## src/rtl/uart_pkg.sv

```systemverilog
// Shared definitions for the UART transmitter.
//   uart_tx_state_e : transmit FSM states
//   UART_DATA_BITS  : data bits per frame
//   UART_STOP_BITS  : stop bits per frame
package uart_pkg;

   typedef enum logic [2:0] {
      IDLE,
      START,
      DATA,
      PARITY,
      STOP
   } uart_tx_state_e;

   localparam int UART_DATA_BITS = 8;
   localparam int UART_STOP_BITS = 1;

endpackage

```

## src/rtl/uart_tx_fifo.sv

```systemverilog
// Synchronous single-clock byte FIFO for the UART transmitter.
// Ports:
//   clk_i, rst_i      : clock, synchronous active-high reset
//   push_i, data_i    : write request and byte (ignored when full)
//   pop_i, data_o     : read request and head byte (pop ignored when empty)
//   full_o, empty_o   : occupancy flags
//   count_o           : current occupancy
module uart_tx_fifo #(
   parameter  int FIFO_DEPTH = 8,
   localparam int AW         = $clog2(FIFO_DEPTH),
   localparam int CW         = AW + 1
) (
   input  logic          clk_i,
   input  logic          rst_i,
   input  logic          push_i,
   input  logic [7:0]    data_i,
   input  logic          pop_i,
   output logic [7:0]    data_o,
   output logic          full_o,
   output logic          empty_o,
   output logic [CW-1:0] count_o
);

   logic [7:0]    mem [FIFO_DEPTH];
   logic [AW-1:0] wr_ptr;
   logic [AW-1:0] rd_ptr;
   logic          push_ok;
   logic          pop_ok;

   assign full_o  = (count_o == CW'(FIFO_DEPTH));
   assign empty_o = (count_o == '0);
   assign push_ok = push_i & ~full_o;
   assign pop_ok  = pop_i & ~empty_o;
   assign data_o  = mem[rd_ptr];

   // Pointers wrap naturally because FIFO_DEPTH is a power of two.
   always_ff @(posedge clk_i) begin
      if (rst_i) begin
         wr_ptr  <= '0;
         rd_ptr  <= '0;
         count_o <= '0;
      end else begin
         if (push_ok) wr_ptr <= wr_ptr + AW'(1);
         if (pop_ok)  rd_ptr <= rd_ptr + AW'(1);
         case ({push_ok, pop_ok})
            2'b10:   count_o <= count_o + CW'(1);
            2'b01:   count_o <= count_o - CW'(1);
            default: count_o <= count_o;
         endcase
      end
   end

   always_ff @(posedge clk_i) begin
      if (push_ok) mem[wr_ptr] <= data_i;
   end

endmodule

```

## src/rtl/uart_tx.sv

```systemverilog
// UART transmitter: buffers bytes from a valid/ready interface and sends
// them as 8N1 frames, or 8E1 when parity is enabled.
// Ports:
//   clk_i, rst_i     : clock, synchronous active-high reset
//   cfg_div_i        : clocks per bit minus one (latched per frame)
//   cfg_parity_en_i  : append even parity bit (latched per frame)
//   data_i, valid_i  : byte input, accepted when valid_i & ready_o
//   ready_o          : FIFO has room
//   tx_o             : registered serial line, idles high
//   busy_o           : registered; frame in progress or FIFO non-empty
//   fifo_count_o     : FIFO occupancy
module uart_tx
   import uart_pkg::*;
#(
   parameter  int FIFO_DEPTH = 8,
   parameter  int DIV_W      = 16,
   localparam int CW         = $clog2(FIFO_DEPTH) + 1
) (
   input  logic             clk_i,
   input  logic             rst_i,
   input  logic [DIV_W-1:0] cfg_div_i,
   input  logic             cfg_parity_en_i,
   input  logic [7:0]       data_i,
   input  logic             valid_i,
   output logic             ready_o,
   output logic             tx_o,
   output logic             busy_o,
   output logic [CW-1:0]    fifo_count_o
);

   localparam logic [DIV_W-1:0] ONE      = DIV_W'(1);
   localparam logic [2:0]       LAST_IDX = 3'(UART_DATA_BITS - 1);

   uart_tx_state_e   state_q, state_d;
   logic [7:0]       shift_q, shift_d;
   logic [DIV_W-1:0] cnt_q, cnt_d;
   logic [DIV_W-1:0] div_q, div_d;
   logic             par_en_q, par_en_d;
   logic             par_q, par_d;
   logic [2:0]       idx_q, idx_d;
   logic             tx_d;
   logic             pop;
   logic             load;
   logic             bit_end;
   logic             fifo_full;
   logic             fifo_empty;
   logic [7:0]       fifo_data;

   uart_tx_fifo #(
      .FIFO_DEPTH(FIFO_DEPTH)
   ) u_fifo (
      .clk_i  (clk_i),
      .rst_i  (rst_i),
      .push_i (valid_i),
      .data_i (data_i),
      .pop_i  (pop),
      .data_o (fifo_data),
      .full_o (fifo_full),
      .empty_o(fifo_empty),
      .count_o(fifo_count_o)
   );

   // Derived from the registered count only, so a pop never makes a full
   // FIFO ready within the same cycle.
   assign ready_o = ~fifo_full;
   assign bit_end = (cnt_q == '0);

   always_ff @(posedge clk_i) begin
      if (rst_i) begin
         state_q <= IDLE;
         cnt_q   <= '0;
         idx_q   <= '0;
         tx_o    <= 1'b1;
         busy_o  <= 1'b0;
      end else begin
         state_q <= state_d;
         cnt_q   <= cnt_d;
         idx_q   <= idx_d;
         tx_o    <= tx_d;
         busy_o  <= (state_q != IDLE) || (fifo_count_o != '0);
      end
   end

   // Frame data registers carry no reset: they are always loaded on pop
   // before being used.
   always_ff @(posedge clk_i) begin
      shift_q  <= shift_d;
      div_q    <= div_d;
      par_en_q <= par_en_d;
      par_q    <= par_d;
   end

   // tx_d is the line level for the state being entered, so tx_o changes on
   // the same edge as the state register.
   always_comb begin
      state_d  = state_q;
      shift_d  = shift_q;
      cnt_d    = cnt_q;
      div_d    = div_q;
      par_en_d = par_en_q;
      par_d    = par_q;
      idx_d    = idx_q;
      tx_d     = tx_o;
      pop      = 1'b0;
      load     = 1'b0;

      if (state_q != IDLE) cnt_d = bit_end ? div_q : cnt_q - ONE;

      case (state_q)
         IDLE: begin
            tx_d = 1'b1;
            if (!fifo_empty) load = 1'b1;
         end
         START: begin
            if (bit_end) begin
               state_d = DATA;
               idx_d   = '0;
               tx_d    = shift_q[0];
            end
         end
         DATA: begin
            if (bit_end) begin
               shift_d = {1'b0, shift_q[7:1]};
               if (idx_q == LAST_IDX) begin
                  if (par_en_q) begin
                     state_d = PARITY;
                     tx_d    = par_q;
                  end else begin
                     state_d = STOP;
                     tx_d    = 1'b1;
                  end
               end else begin
                  idx_d = idx_q + 3'd1;
                  tx_d  = shift_q[1];
               end
            end
         end
         PARITY: begin
            if (bit_end) begin
               state_d = STOP;
               tx_d    = 1'b1;
            end
         end
         STOP: begin
            if (bit_end) begin
               if (!fifo_empty) begin
                  load = 1'b1;
               end else begin
                  state_d = IDLE;
                  tx_d    = 1'b1;
               end
            end
         end
         default: begin
            state_d = IDLE;
            tx_d    = 1'b1;
         end
      endcase

      // Start of a new frame: pop the head and latch this frame's config.
      if (load) begin
         pop      = 1'b1;
         shift_d  = fifo_data;
         div_d    = cfg_div_i;
         par_en_d = cfg_parity_en_i;
         par_d    = ^fifo_data;
         cnt_d    = cfg_div_i;
         state_d  = START;
         tx_d     = 1'b0;
      end
   end

endmodule
```

## config.mk

```make
export PLATFORM = sky130hd
export DESIGN_NAME = uart_tx
export DESIGN_NICKNAME = d
export VERILOG_FILES = /design/src/rtl/uart_pkg.sv /design/src/rtl/uart_tx_fifo.sv /design/src/rtl/uart_tx.sv
export SDC_FILE = /design/constraint.sdc
export NUM_CORES = 1
export LEC_CHECK = 0
export CORE_MARGIN = 2
export CORE_UTILIZATION = 40
export CTS_BUF_LIST = sky130_fd_sc_hd__clkbuf_16
export CTS_CLUSTER_DIAMETER = 100
export DETAILED_ROUTE_END_ITERATION = 12
export SKIP_LAST_GASP = 1
export SLEW_MARGIN = 30
export SYNTH_ARGS = -nofsm -noshare
export SYNTH_HDL_FRONTEND = slang
export SYNTH_SLANG_ARGS = --single-unit
```

## constraint.sdc

```tcl
create_clock -name clk_i -period 6 [get_ports clk_i]
set_input_delay 1.2 -clock clk_i [delete_from_list [all_inputs] [get_ports clk_i]]
set_output_delay 1.2 -clock clk_i [all_outputs]
set_load 0.02 [all_outputs]
```

==> run_results.csv <==
group,metric,value,unit
clock_network,cts_inserted_buffers,17,
finish,antenna_cells,0,
drt,vias,3929,
critical_path,criticalPathCategory,"reg -> reg",
yosys,yosysWarnings,0,
placed_design,hpwlAfterDp,8340,um
outcome,status,"completed",
floorplanning,dieWidth,125,um
clock_network,htree_levels,4,
clock_network,path_clk_slew,60,ps
floorplanning,initial_core_util,0.405,
yosys,synthAdderAreaFrac,0.0172,
sta,slew_viol_final,0,
sta,slew_headroom,0.369,
clock_network,holdBufCountCts,0,
yosys,synth.distinct_cells,59,
finish,drive_gt1_frac,0.108,
yosys,synth-xor-area-share,0.0280,
critical_path,cp_max_fo,14,
placed_design,gp_congestion,0.885,
global_routing,gr-total-overflow,0,
worst_hold_path,hold-path-endpoint,"idx_q[1]$_SDFFE_PP0P_",
sta,finalCritPeriodShare,0.659,
yosys,synth_compound_area_frac,0.123,
yosys,ys_seq_area_frac,0.592,
global_routing,grt_max_degree,34,
power,total_power,3.93,mW
yosys,synthTopCellsByCount,"edfxtp_1 (90), dfxtp_1 (37), nand2_1 (37)",
sta,skew,9.02,ps
finish,syn2layout_area_growth,19.4,%
yosys,ys.flop_type,"edfxtp_1",
critical_path,arrival,4290,ps
sta,rsz0062_at_grt,"no",
clock_network,cts_root_buffer,"clkbuf_16",
yosys,synth_area_leaders,"edfxtp_1 (46%), dfxtp_1 (13%), mux4_1 (4.5%)",
clock_network,clock_path_buffers,2,
clock_network,cts.repair.resized,0,
critical_path,crit_path_end_kind,"register",
clock_network,cts_tree,"built",
sta,tightest_slew,938,ps
critical_path,reg2reg_slack,2040,ps
floorplanning,core_area,14400,sq um
yosys,syn-num-nets,502,
yosys,async_flop_share,0,
yosys,synth_area,5810,sq um
clock_network,cts.sinks,127,
yosys,avgSynthCellArea,12.5,sq um
global_routing,grt_use_total,0.173,
sta,fmax,253,MHz
critical_path,ff2ff_path_depth,13,
global_routing,grt_pass1_wl,20900,um
drt,ant_nets,0,
critical_path,rr_endpoint,"u_fifo.count_o[3]$_SDFFE_PP0P_",
yosys,synth.mux.area_fraction,0.0824,
floorplanning,die_area,15500,sq um
floorplanning,io_pins,35,
yosys,ys_ff_latch,127,
floorplanning,rows,44,
power,cellPowerDensity,566,nW/um^2
global_routing,grt_pass1_vias,3999,
yosys,synth.top_cell.area_share,0.465,
clock_network,worstSkewPairLatency,420,ps
drt,post-route-drc-count,0,
worst_hold_path,min_from,"idx_q[1]$_SDFFE_PP0P_",
critical_path,start_kind,"register",
power,cellLeakagePower,2.34,nW
yosys,synth_simple_gate_area_frac,0.130,
drt,wl_per_cell,18.7,um
critical_path,cp.required,6330,ps
sta,final.setup.tns,0,ps
power,ir_drop,0.285,mV
floorplanning,dieHeight,125,um
clock_network,cts_setup_buffers,0,
sta,hold_viol,0,
drt,routed_wl,12900,um
global_routing,antenna_found_initial,0,
yosys,synth_top_family_by_area,"simple AND/OR/NAND/NOR gates",
critical_path,r2r_start,"cnt_q[0]$_SDFFE_PP0N_",
run,maxCapViolations,0,
drt,dr.pass1.iters,6,
sta,min_period,3960,ps
yosys,yosysMostFrequentCell,"edfxtp_1",
drt,first_iter_violations,260,
sta,finalSetupViolations,0,
yosys,netlist_instances,466,
placed_design,numPortBuffers,34,
drt,viasPerCell,5.68,
worst_hold_path,holdCritPathClass,"reg -> reg",
yosys,synth_edf_count,90,
yosys,yosys.area.top_type,"edfxtp_1",
worst_hold_path,whs_path_depth,2,
finish,layout.nets,531,
-- through the flow --
step / hold WS, ps / utilization / instances / worst slack (ps) / instance area, sq um
2_1_floorplan: 436 / - / 466 / 3210 / 5810
3_3_place_gp: 443 / 0.439 / 660 / 2300 / 6300
3_5_place_dp: 459 / 0.439 / 660 / 2150 / 6310
4_1_cts: 467 / 0.483 / 692 / 2130 / 6940
5_1_grt: 489 / 0.483 / 692 / 1710 / 6940
6_report: 463 / 0.483 / 692 / 2040 / 6940
-- sequential cells by signal, indices dropped and copies added (netlist names), named ones only --
signal,count
u_fifo.rd_ptr,3
tx_o,1
u_fifo.wr_ptr,3
u_fifo.mem,64
u_fifo.count_o,4
shift_q,8
par_q,1
par_en_q,1
div_q,16
state_q,3
idx_q,3
busy_o,1
cnt_q,16
-- cell families after synthesis --
| family | Yosys count |
|---|---|
| xor gates and xnor gates | 17 |
| DFF | 127 |
| buffers and inverters | 35 |
| and+or+nand+nor | 142 |
| muxes | 29 |
| adders and majority gates | 8 |
| AOI/OAI and AO/OA | 108 |
-- per-layer routing --
layer | wire length [um] | part of all wire | global-route usage
met5 | 0 | 0 | 0
met4 | 259 | 0.020 | 0.0635
met3 | 608 | 0.047 | 0.0546
met2 | 6360 | 0.49 | 0.284
met1 | 5700 | 0.44 | 0.214
-- where the power goes --
group          switching [mW]  leakage, nW  total [mW]  internal [mW]
registers               0.178         1.14        1.38           1.20
logic                   0.855        0.895        1.45          0.595
clock network           0.399        0.311        1.10          0.702
total                    1.43         2.34        3.93           2.50
-- worst max-delay path, cell delays in order (launching register included) --
cell and delay (ps):
dfxtp_1 350, inv_1 70, ha_1 200, nor2b_1 320, nand4b_1 510, o21ai_2 520
nand2_1 350, inv_1 240, ha_1 280, nor4bb_1 350, a21oi_1 70, o21a_1 180
or3_1 300, a21oi_1 140
-- how the worst max path moves through the flow --
| stage | startpoint | cells past startpoint | slack [ps] | endpoint |
|---|---|---|---|---|
| 2_1_floorplan | cnt_q[13]$_SDFFE_PP0N_ | 13 | 3210 | u_fifo.count_o[2]$_SDFFE_PP0P_ |
| 3_3_place_gp | cnt_q[0]$_SDFFE_PP0N_ | 14 | 2300 | u_fifo.count_o[2]$_SDFFE_PP0P_ |
| 3_5_place_dp | cnt_q[0]$_SDFFE_PP0N_ | 13 | 2150 | u_fifo.count_o[3]$_SDFFE_PP0P_ |
| 4_1_cts | cnt_q[0]$_SDFFE_PP0N_ | 13 | 2130 | u_fifo.count_o[3]$_SDFFE_PP0P_ |
| 5_1_grt | cnt_q[1]$_SDFFE_PP0N_ | 13 | 1710 | u_fifo.count_o[3]$_SDFFE_PP0P_ |
| 6_report | cnt_q[0]$_SDFFE_PP0N_ | 13 | 2040 | u_fifo.count_o[3]$_SDFFE_PP0P_ |
-- layout make-up --
type | instances | area (sq um)
Multi-Input combinational cell | 304 | 2240
Clock inverter | 15 | 204
Sequential cell | 127 | 3440
Timing Repair Buffer | 38 | 370
Tap cell | 184 | 230
Inverter | 7 | 26.3
Fill cell | 1264 | 7420
Clock buffer | 17 | 425
-- cell usage in the layout, fill, tap and decap left out, types with 3 or more instances in the layout --
cell type        netlist  final
edfxtp_1              90     90
mux2i_1               16     16
buf_4                  0      4
a21o_1                 4      4
or4_1                  3      3
o221ai_1               9      9
nand3b_1               4      4
o311ai_0               5      5
o22ai_1                5      5
nor2_1                22     21
inv_6                  0      7
mux4_1                10     10
a221oi_1               3      3
nor3_1                21     18
a31oi_1                5      5
nand3_1               12     12
nor2b_1                5      5
dfxtp_1               37     36
nor4_2                 2      3
nand2_1               37     36
clkdlybuf4s50_1        0     34
xor2_1                 7      7
a21oi_1               21     20
nand2b_1               8      8
or2_2                  3      3
ha_1                   8      8
nor4_1                 8      7
o31ai_1               10     10
o211ai_1               4      4
bufinv_16              0      4
nor3_2                 0      3
xnor2_1                9      9
o21ai_0               27     26
or3_1                  4      4
inv_1                  7      7
clkbuf_16              0     17
Note: power is estimated with default switching activity, not from simulation.
